File: src/rtl/sobol_rng_multi.sv
// sobol_rng_multi: NDIM parallel Sobol low-discrepancy sequences that share one step counter.
// The direction index of each step is the trailing-ones count of the counter, which gives Gray-code order.
// Each dimension has its own runtime-programmable direction vectors and a digital-shift seed.
// wrap pulses for one cycle on the step that returns the counter from all-ones to zero.
module sobol_rng_multi #(
    parameter int RWID = 8,
    parameter int NDIM = 4,
    parameter int RWL2 = $clog2(RWID),
    parameter int DWL2 = (NDIM > 1 ? $clog2(NDIM) : 1)
) (
    input  logic                   clk,
    input  logic                   rst_n,
    input  logic                   enable,
    input  logic                   restart,
    input  logic                   cfg_dir_we,
    input  logic                   cfg_seed_we,
    input  logic [DWL2-1:0]        cfg_dim,
    input  logic [RWL2-1:0]        cfg_idx,
    input  logic [RWID-1:0]        cfg_data,
    output logic [NDIM*RWID-1:0]   out,
    output logic [RWID-1:0]        cnt,
    output logic                   wrap
);

    logic [RWID-1:0] cnt_q;
    logic            wrap_q;
    logic [RWID-1:0] state_q [NDIM];
    logic [RWID-1:0] seed_q  [NDIM];
    logic [RWID-1:0] dir_q   [NDIM][RWID];

    logic [RWL2-1:0] step_idx;
    logic            cnt_full;
    logic [RWID-1:0] step_vec [NDIM];

    // Direction index for this step: position of the lowest zero bit in the counter.
    // When every bit is one, the step is the period wrap and the index is not used.
    always_comb begin
        step_idx = '0;
        for (int i = RWID - 1; i >= 0; i--) begin
            if (!cnt_q[i]) step_idx = RWL2'(i);
        end
        cnt_full = &cnt_q;
    end

    // Select each dimension's direction vector for the current step index.
    always_comb begin
        for (int d = 0; d < NDIM; d++) begin
            step_vec[d] = '0;
            for (int j = 0; j < RWID; j++) begin
                if (step_idx == RWL2'(j)) step_vec[d] = dir_q[d][j];
            end
        end
    end

    // Step counter and the period-wrap pulse. Restart overrides enable.
    always_ff @(posedge clk or negedge rst_n) begin
        if (!rst_n) begin
            cnt_q  <= '0;
            wrap_q <= 1'b0;
        end else if (restart) begin
            cnt_q  <= '0;
            wrap_q <= 1'b0;
        end else if (enable) begin
            cnt_q  <= cnt_q + RWID'(1);
            wrap_q <= cnt_full;
        end else begin
            wrap_q <= 1'b0;
        end
    end

    // Per-dimension Sobol state: XOR in the selected direction vector, or clear on wrap/restart.
    always_ff @(posedge clk or negedge rst_n) begin
        if (!rst_n) begin
            for (int d = 0; d < NDIM; d++) state_q[d] <= '0;
        end else if (restart || (enable && cnt_full)) begin
            for (int d = 0; d < NDIM; d++) state_q[d] <= '0;
        end else if (enable) begin
            for (int d = 0; d < NDIM; d++) state_q[d] <= state_q[d] ^ step_vec[d];
        end
    end

    // Digital-shift seeds. A write to a dimension that does not exist matches no entry and is dropped.
    always_ff @(posedge clk or negedge rst_n) begin
        if (!rst_n) begin
            for (int d = 0; d < NDIM; d++) seed_q[d] <= '0;
        end else begin
            for (int d = 0; d < NDIM; d++) begin
                if (cfg_seed_we && (cfg_dim == DWL2'(d))) seed_q[d] <= cfg_data;
            end
        end
    end

    // Direction vectors reset to van der Corput (1 << (RWID-1-k)) and can be rewritten at runtime.
    // A step in the same cycle as a write reads the old vector, because the write lands at the edge.
    always_ff @(posedge clk or negedge rst_n) begin
        if (!rst_n) begin
            for (int d = 0; d < NDIM; d++) begin
                for (int j = 0; j < RWID; j++) begin
                    dir_q[d][j] <= RWID'(1) << (RWID - 1 - j);
                end
            end
        end else begin
            for (int d = 0; d < NDIM; d++) begin
                for (int j = 0; j < RWID; j++) begin
                    if (cfg_dir_we && (cfg_dim == DWL2'(d)) && (cfg_idx == RWL2'(j))) begin
                        dir_q[d][j] <= cfg_data;
                    end
                end
            end
        end
    end

    // Output is the registered state digitally shifted by the seed.
    always_comb begin
        for (int d = 0; d < NDIM; d++) begin
            out[d*RWID +: RWID] = state_q[d] ^ seed_q[d];
        end
    end

    assign cnt  = cnt_q;
    assign wrap = wrap_q;

endmodule

File: config.mk
export PLATFORM = sky130hd
export DESIGN_NAME = sobol_rng_multi
export DESIGN_NICKNAME = d
export VERILOG_FILES = /design/src/rtl/sobol_rng_multi.sv
export SDC_FILE = /design/constraint.sdc
export NUM_CORES = 1
export LEC_CHECK = 0
export CELL_PAD_IN_SITES_DETAIL_PLACEMENT = 2
export CELL_PAD_IN_SITES_GLOBAL_PLACEMENT = 2
export CORE_UTILIZATION = 45
export CTS_CLUSTER_SIZE = 28
export DETAILED_ROUTE_END_ITERATION = 16
export DONT_BUFFER_PORTS = 1
export GPL_ROUTABILITY_DRIVEN = 0
export PLACE_DENSITY_LB_ADDON = 0.1
export SLEW_MARGIN = 5
export SYNTH_ARGS = -nofsm -noshare
export SYNTH_HDL_FRONTEND = slang
export SYNTH_SLANG_ARGS = --single-unit
File: constraint.sdc
create_clock -name clk -period 2.65 [get_ports clk]
set_input_delay 0.265 -clock clk [delete_from_list [all_inputs] [get_ports clk]]
set_output_delay 0.265 -clock clk [all_outputs]
set_load 0.02 [all_outputs]
; ---- Yosys cells after proc, flatten, opt, wreduce, memory -nomap -nowiden
; Cells that the tools add are included.
[totals]
register_bits = 329
inputBits = 19
out_inout_bits = 41
wordCells = 162
[classes]
add_sub_neg = 1
eq_ne = 17
n_mux = 46
bitwise = 8
reduce_logical = 48
[op_table]
columns = cell, count
row1 = 8-bit 2-to-1 mux, 34
row2 = 32-bit 2-to-1 mux, 2
row3 = 8-bit XOR, 8
row4 = 1-bit logical AND, 41
row5 = "3-bit equality test, second input constant", 8
row6 = 3-bit 2-to-1 mux, 8
row7 = "3-bit by 2-bit equality test with 1-bit output, second input constant", 4
row8 = "8-bit by 1-bit adder with 8-bit output, second input constant", 1
row9 = 8-bit AND reduction, 1
row10 = "3-bit by 1-bit equality test with 1-bit output, second input constant", 2
row11 = 3-bit zero test, 2
row12 = "2-bit equality test, second input constant", 2
row13 = 2-bit nonzero test, 2
row14 = "2-bit by 1-bit equality test with 1-bit output, second input constant", 1
row15 = 2-bit zero test, 1
row16 = 1-bit 2-to-1 mux, 2
row17 = 1-bit logical OR, 1

; ---- Logic depth before layout (Yosys ltp)
[logic_depth]
ltp_word = 20
depth_mapped = 9

; ---- Worst setup path before layout
; OpenSTA, ideal clock, no wires.
[synth_timing]
path_kind = register to register
from = reg cnt_q[1], in the netlist cnt[1]
to = reg state_q[10] in the netlist's numbering
setup_time_ns = 0.126
t_arrival_ns = 2.012
setup_slack_ns = 0.513
path_stages_with_launch = 10
path_buffers = 3
period_less_slack_ns = 2.137
cell_sequence = dfrtp_1 buf_4 nand4_2 or4_1 buf_2 buf_6 o21a_1 o221ai_1 a21oi_1 mux2i_1
[synth_via]
elab_chain_cells = 14
word_cells_on_any_way = 25
classes_between = 7 x eq/ne / 12 x mux / 1 x bitwise / 5 x reduce/logical
[synth_rtl]
columns = element, line
row1 = "start, declared", 25  ; logic [RWID-1:0] cnt_q;
row2 = "start signal, assigned", 64  ; cnt_q <= cnt_q + RWID'(1);
row3 = 3-bit 2-to-1 mux (2 in a row), 40  ; if (!cnt_q[i]) step_idx = RWL2'(i);
row4 = 3-bit zero test, 50  ; if (step_idx == RWL2'(j)) step_vec[d] = dir_q[d][j];
row5 = 8-bit 2-to-1 mux (8 in a row), 50
row6 = 8-bit XOR, 78  ; for (int d = 0; d < NDIM; d++) state_q[d] <= state_q[d] ^ step_vec[d];
row7 = 32-bit 2-to-1 mux, 77  ; end else if (enable) begin
row8 = 32-bit 2-to-1 mux, 75  ; end else if (restart || (enable && cnt_full)) begin
row9 = "end, declared", 27  ; logic [RWID-1:0] state_q [NDIM];
; Parallel ways exist; a longest one is shown, timed or not. The select of a mux whose other input is x is not followed.
; A chain may end at the register's enable or synchronous reset.

; ---- Worst setup path in the final report
[layout_timing]
from = reg cnt_q[7], in the netlist cnt[7]
to = reg state_q[19] in the netlist's numbering
[layout_via]
elab_chain_cells = 20
word_cells_on_any_way = 31
classes_between = 7 x eq/ne / 18 x mux / 1 x bitwise / 5 x reduce/logical
[layout_rtl]
columns = element, line
row1 = 3-bit 2-to-1 mux (8 in a row), 40
row2 = 3-bit zero test, 50
row3 = 8-bit 2-to-1 mux (8 in a row), 50
row4 = 8-bit XOR, 78
row5 = 32-bit 2-to-1 mux, 77
row6 = 32-bit 2-to-1 mux, 75
; Parallel ways exist; a longest one is shown, timed or not. The select of a mux whose other input is x is not followed.

==> results by group <==
Run status
  – Status: complete, but fails checks
  – Failing checks: hold timing

Worst setup path
  – Buffers & Inverters on Critical Path: 3
  – CP max stage cell: dfrtp_1
  – Endpoint of the worst-slack reg-to-reg timing path: state_q[19]$_DFFE_PN0P_
  – Crit end category: flip-flop
  – CP max stage delay: roughly 0.48 ns
  – Setup crit end: state_q[19]$_DFFE_PN0P_
  – Critical Path AT: roughly 2.9 ns
  – Stages on worst setup path: 9
  – Kind of cell adding the most delay to the critical path: buffers and inverters
  – RR Startpoint: cnt[7]$_DFFE_PN0P_
  – Crit-path max FO: 38
  – CP required: between 3 and 4 ns
  – Crit path cell chain: nand2b_1 -> a221oi_4 -> buf_12 -> nand2_1 -> buf_4 -> nor2_2 -> buf_4 -> a32oi_1 -> mux2i_1
  – Type of origin of the critical path: flip-flop
  – Worst path most repeated cell: buf_4
  – CP startpoint: cnt[7]$_DFFE_PN0P_
  – R2r worst-path depth: 9
  – Reg-to-reg setup timing slack: slightly above 0.2 ns
  – Crit Path Class: reg -> reg

Timing
  – Final hold slack: -0.560 ns
  – RSZ-0062 raised after global routing: false
  – Final worst path period share: 0.924
  – Relative slew slack: 0.435
  – Fin crit period: 2.45 ns
  – Setup violators final: 0
  – Setup tns final: 0 ns
  – Slew @ Worst Pin: 0.845 ns
  – Skew final: approximately 0.021 ns
  – Fin. Hold Viols: between 300 and 400
  – Achievable Freq: between 400 and 500 MHz
  – Slew Viols, Final: 0
  – Setup ws final: between 0.2 and 0.25 ns

Place
  – Dpl hpwl: about 29 mm
  – Pre-CTS WS: 0.181 ns
  – Placed cells: roughly 1700
  – Count of input and output buffers: 0

Global route
  – Global-route wire length before repair: slightly below 80 mm
  – Largest net degree at the start of global routing: 330
  – Initial antenna violation count: 0
  – Vias in the first global route: about 12000
  – GRT Residual Overflow: 0
  – Total GRT Usage: 0.287

Power
  – Power consumption: 14.1 mW
  – Power Dens Cells: between 700 and 800 mW/mm^2
  – Leak: between 7 and 8 nW
  – VDD IR max: just over 400 uV

Clock tree
  – CTS Buffer Depth: 3
  – CTS Hold Bufs: 10
  – Buffer count from post-CTS setup fixing: 0
  – CTS buffer count: 38
  – H-tree depth: 2
  – CTS tree: built
  – CTS root buf: clkbuf_16
  – Clk Latency, worst-skew pair: between 0.5 and 0.6 ns
  – CTS sink cnt: between 300 and 400
  – Worst-path clk slew: approximately 0.060 ns

Floorplanning
  – Die height: 189 um
  – Site Rows: a little under 70
  – Core ar.: roughly 0.034 sq mm
  – Initial core utilization: 0.456
  – Die area: between 0.03 and 0.04 sq mm
  – Chip width: roughly 190 um
  – Ports: 60

Cells and area
  – Final Instance Count excl. Fillers: 1773
  – Util after Layout: 0.517
  – Antenna cell count: 0
  – Fill count: 3235
  – Multi-input logic area: slightly above 0.007 sq mm
  – Share of cells above drive strength 1: 0.344
  – Register area: about 0.0083 sq mm
  – Nets: roughly 1300
  – Area delta synth->final: 13.3%

Synth
  – Mapped Nets: 1300
  – Ys flop type: dfrtp_1
  – Post-synthesis adder-cell area fraction: 0.000795
  – Synth Area in Simple Gates: 0.0801
  – Mapped Area: approximately 0.016 sq mm
  – Largest family of logic cells by synthesized area: multiplexers
  – Yosys cell types: 52
  – Post-synth EDFFs: 0
  – Mapped Cells: 1280
  – Sequential share of the synthesized area: 0.526
  – Avg Cell Area, Syn: between 10 and 15 sq um
  – Ys Warns: 0
  – #FFs+latches synth: around 330
  – Dominant cell type by area after synthesis: dfrtp_1
  – XOR/XNOR Fraction of Synth Area: 0.0217
  – Complex-gate fraction of the synthesized area: 0.114
  – Share of synthesized registers carrying an async set or reset: 1.00
  – Mux share of post-synthesis cell area: 0.230
  – Largest cells by area after synthesis: dfrtp_1, mux2_2, dfstp_2, o21a_1, mux2i_1
  – Area share of the largest cell type after synthesis: 0.472

Route
  – Routed wire length: 49.8 mm
  – Drt drc: 0
  – DR vias: about 11000
  – Vias per inst: between 6 and 7
  – DR WL/cell: ~28 um
  – Pre-Repair DR Iteration Count: 5
  – Starting DRT DRC Count: between 800 and 900
  – Antenna Nets Post-Route: 0

Job
  – Max Cap Viol: 0

Min path
  – Hold Crit Class: in -> async
==> cells in the mapped netlist (all sizes together) (26+ instances only) <==
| cell type | instances |
|---|---|
| a21boi | 26 |
| dfrtp | 297 |
| dfstp | 32 |
| nand2 | 68 |
| xor2 | 33 |
| mux2 | 289 |
| o21a | 52 |
| or3 | 26 |
| nand2b | 38 |
| a221oi | 30 |
| a21oi | 31 |
| nor2 | 30 |
| mux2i | 37 |
| o21ai | 41 |
| and3 | 28 |
| clkbuf | 76 |
==> what timing repair did <==
action / 4_1_cts / 5_1_grt
endpoints found under the setup margin: 0 / 1
endpoints found under the hold margin: 626 / 329
resized for setup: 0 / 1
==> layout by cell type (no fill, tap or decap), types with 4 or more instances in the layout <==
cell type / Yosys / layout
xnor2_1: 6 / 6
a31oi_1: 6 / 6
a32oi_1: 6 / 6
nand3_1: 15 / 15
clkbuf_1: 75 / 14
a22o_1: 25 / 25
o21ai_0: 37 / 37
inv_1: 6 / 6
buf_4: 2 / 49
clkbuf_8: 0 / 9
a21oi_1: 31 / 29
mux2_2: 287 / 287
a221oi_1: 29 / 29
nor2_2: 4 / 5
dfstp_2: 32 / 32
a21boi_0: 26 / 26
nand3b_1: 6 / 6
nand2_1: 68 / 68
nor2_1: 26 / 25
and3_1: 28 / 28
clkinv_2: 0 / 4
o21a_1: 52 / 52
buf_12: 0 / 13
mux2i_1: 37 / 37
clkbuf_16: 0 / 39
xor2_1: 33 / 33
dfrtp_1: 297 / 297
nand2b_1: 38 / 38
or3_1: 26 / 26
o221ai_1: 25 / 25
nor3b_1: 4 / 4
==> how the worst min path moves through the flow <==
stage	from	endpoint	slack, ns
4_1_cts	rst_n	dir_q[202]$_DFFE_PN0P_	-0.59
5_1_grt	rst_n	seed_q[21]$_DFFE_PN0P_	-0.58
3_3_place_gp	rst_n	cnt[0]$_DFFE_PN0P_	-0.02
3_5_place_dp	rst_n	cnt[0]$_DFFE_PN0P_	-0.02
6_report	rst_n	cnt[5]$_DFFE_PN0P_	-0.56
2_1_floorplan	rst_n	cnt[0]$_DFFE_PN0P_	-0.03
==> final cells by class <==
| class | instances | area share |
|---|---|---|
| clock inverter | 6 | 0.00330 |
| tap | 455 | 0.0320 |
| multi-input combinational | 850 | 0.398 |
| timing repair buffer | 64 | 0.0364 |
| inverter | 7 | 0.00147 |
| sequential | 329 | 0.464 |
| clock buffer | 62 | 0.0647 |
==> kinds of logic after synthesis <==
logic type                 Yosys count
DFF                                329
buffers and inverters              101
adders and majority gates            1
xor gates and xnor gates            39
and+or+nand+nor                    236
muxes                              326
AOI/OAI and AO/OA                  248
==> stage by stage <==
| stage | cell area (sq um) | hold WS [ns] |
|---|---|---|
| final | 17800 | -0.560 |
| after global routing | 17800 | -0.581 |
| after CTS | 17800 | -0.586 |
| after detailed placement | 16400 | -0.0200 |
| after global placement | 16400 | -0.0216 |
| after floorplan | 15700 | -0.0306 |
==> state kept, by name, summed over array words and instances (netlist names) <==
register	count
dir_q	256
seed_q	32
state_q	32
cnt	8
wrap	1
==> per-layer routing <==
layer | part of all wire | routed length (um) | GRT usage | vias up
met5 | 0 | 0 | 0 | -
met2 | 0.48 | 24000 | 0.481 | 212
met1 | 0.45 | 22500 | 0.383 | 5876
met4 | 0.027 | 1330 | 0.0853 | 0
li1 | - | - | - | 4678
met3 | 0.039 | 1950 | 0.0469 | 83
==> where the power goes <==
group	switching [mW]	internal (mW)
combinational	1.14	1.15
sequential	0.575	6.05
clock	2.11	3.06
Power figures use the tool's default switching activity.
